File: src/rtl/pkt_ff_sat_cntr.sv
// rtl/pkt_ff_sat_cntr.sv - saturating up-counter with increment enable and synchronous clear
module pkt_ff_sat_cntr #(
  parameter int W = 16
) (
  input  logic         clk,
  input  logic         rst,
  input  logic         clr,
  input  logic         inc,
  output logic [W-1:0] cnt
);

  logic [W-1:0] cnt_q;
  logic [W-1:0] cnt_d;

  always_comb begin
    cnt_d = cnt_q;
    if (clr) begin
      cnt_d = '0;
    end else if (inc && (cnt_q != '1)) begin
      cnt_d = cnt_q + W'(1);
    end
  end

  always_ff @(posedge clk) begin
    if (rst) begin
      cnt_q <= '0;
    end else begin
      cnt_q <= cnt_d;
    end
  end

  assign cnt = cnt_q;

endmodule

File: config.mk
export PLATFORM = sky130hd
export DESIGN_NAME = pkt_ff_sat_cntr
export DESIGN_NICKNAME = d
export VERILOG_FILES = /design/src/rtl/pkt_ff_sat_cntr.sv
export SDC_FILE = /design/constraint.sdc
export NUM_CORES = 1
export LEC_CHECK = 0
export CORE_ASPECT_RATIO = 0.75
export CORE_UTILIZATION = 45
export CTS_CLUSTER_DIAMETER = 80
export CTS_CLUSTER_SIZE = 25
export DETAILED_ROUTE_END_ITERATION = 7
export HOLD_SLACK_MARGIN = 0.15
export PLACE_DENSITY = 0.8
export REMOVE_ABC_BUFFERS = 1
export SYNTH_ARGS = -nofsm -noshare
export SYNTH_HDL_FRONTEND = slang
export SYNTH_SLANG_ARGS = --single-unit
export TNS_END_PERCENT = 10
File: constraint.sdc
create_clock -name clk -period 1.9 [get_ports clk]
set_clock_uncertainty 0.15 [all_clocks]
set_input_delay 0.475 -clock clk [delete_from_list [all_inputs] [get_ports clk]]
set_output_delay 0.475 -clock clk [all_outputs]
set_load 0.05 [all_outputs]
# Word level (Yosys, flattened, before mapping)
# Cells that the tools add are included.
# op_classes
add_sub_neg	1
eq_ne	1
n_reduce_logical	2
# op_table
cell	n
$add A16 B1 Y16 const B	1
$ne A16 B16 Y1 const B	1
$reduce_or A2 Y1	1
$logic_and A1 B1 Y1	1
# word_totals
register_bits	16
inputBits	4
elab_cells	5

# Depth between registers and ports, before layout
# Gate-level depths: netlist of run 1.
# logic_depth
depth_word	2
ltp_mapped	6
ltp_nobuf	5

# Worst setup path after synthesis of run 1
# Ideal clock, no wire load.
# synth_timing
kind	register -> register
start	register cnt_q[0] (netlist: cnt[0])
end	register cnt_q[12] (netlist: cnt[12])
setup_ns	0.091
t_arrival_ns	1.750
required_time_ns	1.659
path_slack_ns	-0.091
path_stages_with_launch	7
n_path_buf	1
synth_period_minus_slack_ns	1.991
path_cell_list	dfxtp_1 > ha_1 > and4_4 > and3_1 > buf_4 > a31oi_1 > a311oi_1
# synth_between
elab_chain_cells	2
word_cells_on_any_way	3
classes_between	add/sub: 1; eq/ne: 1; reduce/logical: 1
# synth_rtl
element	line_no	source
start, declared	12	logic [W-1:0] cnt_q;
start signal, assigned	28	cnt_q <= cnt_d;
branches (longest 2 deep; another with $add A16 B1 Y16)	-	
# Parallel ways; which one is timed is not known.
# A chain may end at the register's enable or synchronous reset.

# Worst setup path after layout of run 1
# Ends and elaborated chain as after synthesis.

==> results of run 1 <==
==> cells in the final DEF (no fill, tap or decap) <==
| cell | count |
|---|---|
| and3_1 | 2 |
| a41o_1 | 1 |
| a211oi_2 | 3 |
| clkdlybuf4s50_1 | 2 |
| nor3_4 | 1 |
| o2111a_1 | 1 |
| clkbuf_4 | 3 |
| dlymetal6s2s_1 | 1 |
| a31oi_1 | 4 |
| dfxtp_1 | 16 |
| and2_1 | 2 |
| o2111ai_1 | 1 |
| a2111o_1 | 2 |
| inv_1 | 1 |
| or3_1 | 4 |
| a21boi_0 | 1 |
| buf_4 | 16 |
| or2_1 | 1 |
| nor3_1 | 2 |
| a311oi_1 | 1 |
| buf_12 | 15 |
| a211oi_1 | 1 |
| a21oi_1 | 6 |
| o21ai_1 | 2 |
| and3_2 | 2 |
| nand4_1 | 3 |
| and3_4 | 2 |
| and2_2 | 2 |
| nand3_1 | 5 |
| nand2_1 | 13 |
| ha_1 | 1 |
| nor2_1 | 2 |
| mux2i_1 | 6 |
| clkbuf_8 | 1 |
| nand4_4 | 1 |
| or3_2 | 3 |
| o21ai_0 | 4 |
| and4_4 | 1 |
==> layout make-up <==
class                   instances  area (µm²)
inverters                       1        3.75
multi-input cells              80         562
fillers                       135         419
clock buffers                   4        36.3
well taps                      22        27.5
repair buffers                 34         453
flip-flops and latches         16         320
==> layer usage <==
| metal | up-vias | track usage (%) | wire length (µm) |
|---|---|---|---|
| met5 | - | 0 | 0 |
| met4 | 0 | 8.97 | 21 |
| met3 | 4 | 8.15 | 149 |
| met2 | 31 | 45.1 | 1300 |
| met1 | 436 | 30.0 | 1040 |
| li1 | 459 | - | - |
==> cells by family after synthesis <==
kind of cell / after synthesis
simple gates: 46
compound gates: 27
mux: 6
fa+ha+maj: 1
buf+inv: 6
flops: 16
==> critical path, delay by kind of cell (launching register included) <==
family	cells	cell delay [ns]
adder cells (fa/ha/maj)	1	0.20
flip-flops	1	0.35
AO/OA/AOI/OAI	2	0.46
AND/OR/NAND/NOR	2	0.51
==> synth_stat cells, types with 2 or more instances <==
library cell   n  area, µm²
a31oi_1        4       25.0
or3_1          4       25.0
dfxtp_1       16        320
nor2_1         2       7.51
a211oi_1       3       22.5
and3_1         3       18.8
and3_4         2       22.5
mux2i_1        6       60.1
nand2_1       13       48.8
o21ai_0        4       20.0
nor3_1         2       10.0
o21ai_1        2       10.0
nand4_1        3       18.8
nand3_1        5       25.0
and2_1         2       12.5
a21oi_1        6       30.0
and2_2         2       15.0
a2111o_1       2       22.5
buf_6          2       22.5
or3_2          3       22.5
==> through the flow <==
stage	setup TNS, ns	std cells	power [µW]
after floorplan	-0.314	97	364
after global placement	-1.43	153	396
after detailed placement	-2.23	153	398
after CTS	0	157	629
after global routing	0	157	645
final	0	157	621
==> worst max-delay path by stage <==
| stage | start | depth (start not counted) | endpoint | slack [ns] |
|---|---|---|---|---|
| after floorplan | cnt[0]$_SDFFE_PP0P_ | 5 | cnt[10]$_SDFFE_PP0P_ | -0.08 |
| after global placement | inc | 5 | cnt[9]$_SDFFE_PP0P_ | -0.24 |
| after detailed placement | inc | 5 | cnt[9]$_SDFFE_PP0P_ | -0.36 |
| after CTS | inc | 5 | cnt[12]$_SDFFE_PP0P_ | 0.01 |
| after global routing | cnt[0]$_SDFFE_PP0P_ | 5 | cnt[12]$_SDFFE_PP0P_ | 0.008 |
| final | cnt[0]$_SDFFE_PP0P_ | 5 | cnt[12]$_SDFFE_PP0P_ | 0.14 |
==> power by group through the flow <==
stage               combinational, µW  clock [µW]  sequential, µW
floorplan                        13.3           0             351
global placement                 51.1           0             345
detailed placement               52.2           0             345
CTS                              52.8         238             338
global route                     56.9         250             338
finish                           52.9         231             337
==> what timing repair did <==
item,CTS,global route
gates resized for setup,1,3
endpoints found under the setup margin,1,5
gates cloned,0,0
pin swaps,0,1
==> results.json, run 1 <==
{
  "rows": 13,
  "final_area_um2": 1400,
  "largest_reg_flops": 16,
  "antenna_found_initial": 0,
  "peakVddDrop_mv": 0.528,
  "wirelength_um": 2510,
  "synth-simple-area-share_pct": 31.5,
  "critPathKind": "reg -> reg",
  "hpwl_um": 1950,
  "placed_area_um2": 1350,
  "n_antenna_cell": 0,
  "initial_core_util_pct": 50.3,
  "whs_ns": 0.403,
  "hold_end": "cnt[11]$_SDFFE_PP0P_",
  "syn_inst": 102,
  "fmax_ghz": 0.568,
  "final_layout_size_suffix_gt1_share_pct": 37.0,
  "post_cts_buffers": 0,
  "core_area_um2": 1820,
  "post-route-min-period_ns": 1.76,
  "synthArstFlopShare_pct": 0,
  "reg2regPathDepth": 5,
  "cap_violations": 0,
  "hold_class": "reg -> reg",
  "rsz0062_at_grt": "false",
  "area_delta_synth_final_pct": 52.9,
  "clk_pin_slew_ns": 0.10,
  "grt_use_total_pct": 25.7,
  "slew_violations": 0,
  "synth.area.mux_share_pct": 6.55,
  "max_stage_delay_ns": 0.35,
  "grt_pass1_wl_um": 3760,
  "cellPowerDensity_nw_per_um2": 443,
  "wl_per_cell_um": 16.0,
  "synth_cell_type_count": 36,
  "ant_nets": 0,
  "ff2ff_setup_slack_ns": 0.14,
  "gp_congestion": 0.808,
  "synth_edf_count": 0,
  "die_h_um": 41.1,
  "crit_fanout": 6,
  "grt_pass1_vias": 792,
  "internal_power_uw": 481,
  "yosysSeqAreaShare_pct": 34.9,
  "crit_required_ns": 1.94,
  "hold_depth": 2,
  "final_util_pct": 77.0,
  "syn_area_um2": 917,
  "period_share_pct": 92.6,
  "root_buffer": "clkbuf_4",
  "start_kind": "register",
  "endpoint_kind": "register",
  "setup_violations": 0,
  "slowest_stage": "dfxtp_1",
  "worst_slew_pin_slew_ns": 0.306,
  "yosysWarnings": 0,
  "clkPwrFrac_pct": 37.1,
  "final_nets": 141,
  "syn_area_per_cell_um2": 8.99,
  "via_count": 930,
  "worstPathCellList": "ha_1 > and4_4 > and3_2 > a31oi_1 > a311oi_1",
  "grt-ovfl-total": 0,
  "worst_skew_pair.late_latency_ns": 0.29,
  "first_pass_iters": 4,
  "synth_xor_area_share_pct": 0,
  "synth_ff_type": "dfxtp_1",
  "pwr-share-seq_pct": 54.4,
  "cp.arrival_ns": 1.80,
  "drcViolationCount": 0,
  "min_from": "cnt[11]$_SDFFE_PP0P_",
  "tritoncts": "done",
  "routed_via_density": 5.92,
  "die-area_um2": 2220,
  "r2r-start": "cnt[0]$_SDFFE_PP0P_",
  "fin_ws_ns": 0.141,
  "synth_adder_area_share_pct": 1.36,
  "place_ws_ns": -0.358,
  "clkSinkCount": 16,
  "io_buffers": 19,
  "status": "finished clean",
  "holdBufCountCts": 0,
  "die_x_um": 54.1,
  "synth_top_family_by_area": "simple AND/OR/NAND/NOR gates",
  "drtIter0Drc": 50,
  "p_leak_uw": 0.000549,
  "slew_headroom_pct": 79.5,
  "grt_max_degree": 12,
  "cts_buffer_depth": 2,
  "p_sw_uw": 140,
  "hold_viol_final": 0,
  "h-tree-depth": 1,
  "synth_seq_cells": 16,
  "p_sw_share_pct": 22.5,
  "ios": 20,
  "synth_compound_area_share_pct": 20.6,
  "cts_buffers": 3,
  "timing.rr.end": "cnt[12]$_SDFFE_PP0P_",
  "combPwrFrac_pct": 8.5
}
(Power assumes the default switching activity.)
==> inputs of run 2 (changes only) <==
--- a/config.mk
+++ b/config.mk
@@ -11,9 +11,10 @@
 export CTS_CLUSTER_SIZE = 25
 export DETAILED_ROUTE_END_ITERATION = 7
 export HOLD_SLACK_MARGIN = 0.15
+export MAX_ROUTING_LAYER = met4
 export PLACE_DENSITY = 0.8
 export REMOVE_ABC_BUFFERS = 1
 export SYNTH_ARGS = -nofsm -noshare
 export SYNTH_HDL_FRONTEND = slang
 export SYNTH_SLANG_ARGS = --single-unit
-export TNS_END_PERCENT = 10
+export TNS_END_PERCENT = 1
==> run 2 against run 1 <==
  * Routed wire length down 0.56%
  * Power about the same
  * Setup slack about the same
  * Critical path depth unchanged
  * Highest routed layer unchanged
  * Hold slack about the same
  * Sequential cell count unchanged
  * Register-to-register slack about the same
  * Non-clock buffer count unchanged
  * Sequential share of layout area unchanged
  * Critical endpoint unchanged
==> results.json, run 2 (same netlist as run 1, synthesis figures left out) <==
{
  "period_share_pct": 92.6,
  "io_buffers": 19,
  "crit_required_ns": 1.94,
  "root_buffer": "clkbuf_4",
  "p_leak_uw": 0.000549,
  "critPathKind": "reg -> reg",
  "clkPwrFrac_pct": 37.1,
  "grt_pass1_vias": 791,
  "hpwl_um": 1950,
  "die_h_um": 41.1,
  "hold_viol_final": 0,
  "endpoint_kind": "register",
  "cts_buffers": 3,
  "status": "finished clean",
  "placed_area_um2": 1350,
  "worst_slew_pin_slew_ns": 0.306,
  "n_antenna_cell": 0,
  "final_layout_size_suffix_gt1_share_pct": 37.0,
  "antenna_found_initial": 0,
  "finalPower_uw": 620,
  "rsz0062_at_grt": "false",
  "final_cell_mix": "dfxtp_1 (16), buf_4 (16), buf_12 (15)",
  "cts_buffer_depth": 2,
  "worst_skew_pair.late_latency_ns": 0.29,
  "clk_pin_slew_ns": 0.10,
  "via_count": 929,
  "fillers": 135,
  "grt_max_degree": 12,
  "first_pass_iters": 4,
  "post-route-min-period_ns": 1.76,
  "tns_ns": 0,
  "wl_per_cell_um": 15.9,
  "crit_fanout": 6,
  "core_area_um2": 1820,
  "grt_pass1_wl_um": 3770,
  "grt_use_total_pct": 26.5,
  "wirelength_um": 2500,
  "slew_violations": 0,
  "die-area_um2": 2220,
  "p_sw_uw": 139,
  "peakVddDrop_mv": 0.528,
  "gp_congestion": 0.820,
  "fmax_ghz": 0.569,
  "slew_headroom_pct": 79.5,
  "drtIter0Drc": 50,
  "setup_violations": 0,
  "clkSinkCount": 16,
  "final_area_um2": 1400,
  "grt-ovfl-total": 0,
  "cap_violations": 0,
  "whs_ns": 0.403,
  "ant_nets": 0,
  "pwr-share-seq_pct": 54.4,
  "ios": 20,
  "start_kind": "register",
  "routed_via_density": 5.92,
  "rows": 13,
  "initial_core_util_pct": 50.3,
  "largest_reg_flops": 16,
  "cellPowerDensity_nw_per_um2": 442,
  "h-tree-depth": 1,
  "die_x_um": 54.1,
  "area_delta_synth_final_pct": 52.9,
  "drcViolationCount": 0,
  "final_util_pct": 77.0,
  "hold_class": "reg -> reg",
  "tritoncts": "done",
  "p_sw_share_pct": 22.4,
  "cp.arrival_ns": 1.80,
  "final_nets": 141,
  "combPwrFrac_pct": 8.5,
  "internal_power_uw": 481
}
run 2: critical path, stage by stage, from the launching register on:
cell and delay, ns:
dfxtp_1 0.35, ha_1 0.20, and4_4 0.25, and3_2 0.26, a31oi_1 0.13, a311oi_1 0.33
run 2: stage by stage:
step / std cells / setup WS (ns)
2_1_floorplan: 97 / -0.0807
3_3_place_gp: 153 / -0.244
3_5_place_dp: 153 / -0.358
4_1_cts: 157 / 0.0133
5_1_grt: 157 / 0.00837
6_report: 157 / 0.141
run 2: final cells by class:
cell class / count / area, µm² / share of cell area, %
multi-input cells: 80 / 562 / 40.1
repair buffers: 34 / 453 / 32.3
inverters: 1 / 3.75 / 0.268
well taps: 22 / 27.5 / 1.96
flip-flops and latches: 16 / 320 / 22.8
clock buffers: 4 / 36.3 / 2.59
run 2: path summary, 6_finish.rpt:
path                                      startpoint                    to  slack [ns]  cells past startpoint
worst max-delay path             cnt[0]$_SDFFE_PP0P_  cnt[12]$_SDFFE_PP0P_        0.14                      5
worst min-delay path            cnt[11]$_SDFFE_PP0P_  cnt[11]$_SDFFE_PP0P_        0.40                      2
worst max register to register   cnt[0]$_SDFFE_PP0P_  cnt[12]$_SDFFE_PP0P_        0.14                      5
worst min register to register  cnt[11]$_SDFFE_PP0P_  cnt[11]$_SDFFE_PP0P_        0.40                      2
run 2: timing repair:
item	in CTS	in global routing
resized for setup	1	3
endpoints found under the hold margin	0	0
endpoints found under the setup margin	1	5
pin swaps	0	1
hold buffers	0	0
buffers inserted	0	0
run 2: power by group through the flow:
stage | clock (µW) | sequential, µW | combinational (µW)
3_3_place_gp | 0 | 345 | 51.1
6_report | 230 | 337 | 52.8
5_1_grt | 250 | 338 | 56.8
2_1_floorplan | 0 | 351 | 13.3
3_5_place_dp | 0 | 345 | 52.2
4_1_cts | 238 | 338 | 52.8
run 2: routing by layer:
layer / GRT usage, % / share of wire [%] / vias to the layer above
met1: 30.0 / 42 / 435
li1: - / - / 460
met4: 8.97 / 0.52 / 0
met2: 45.1 / 52 / 32
met5: - / 0 / -
met3: 8.15 / 5.8 / 2
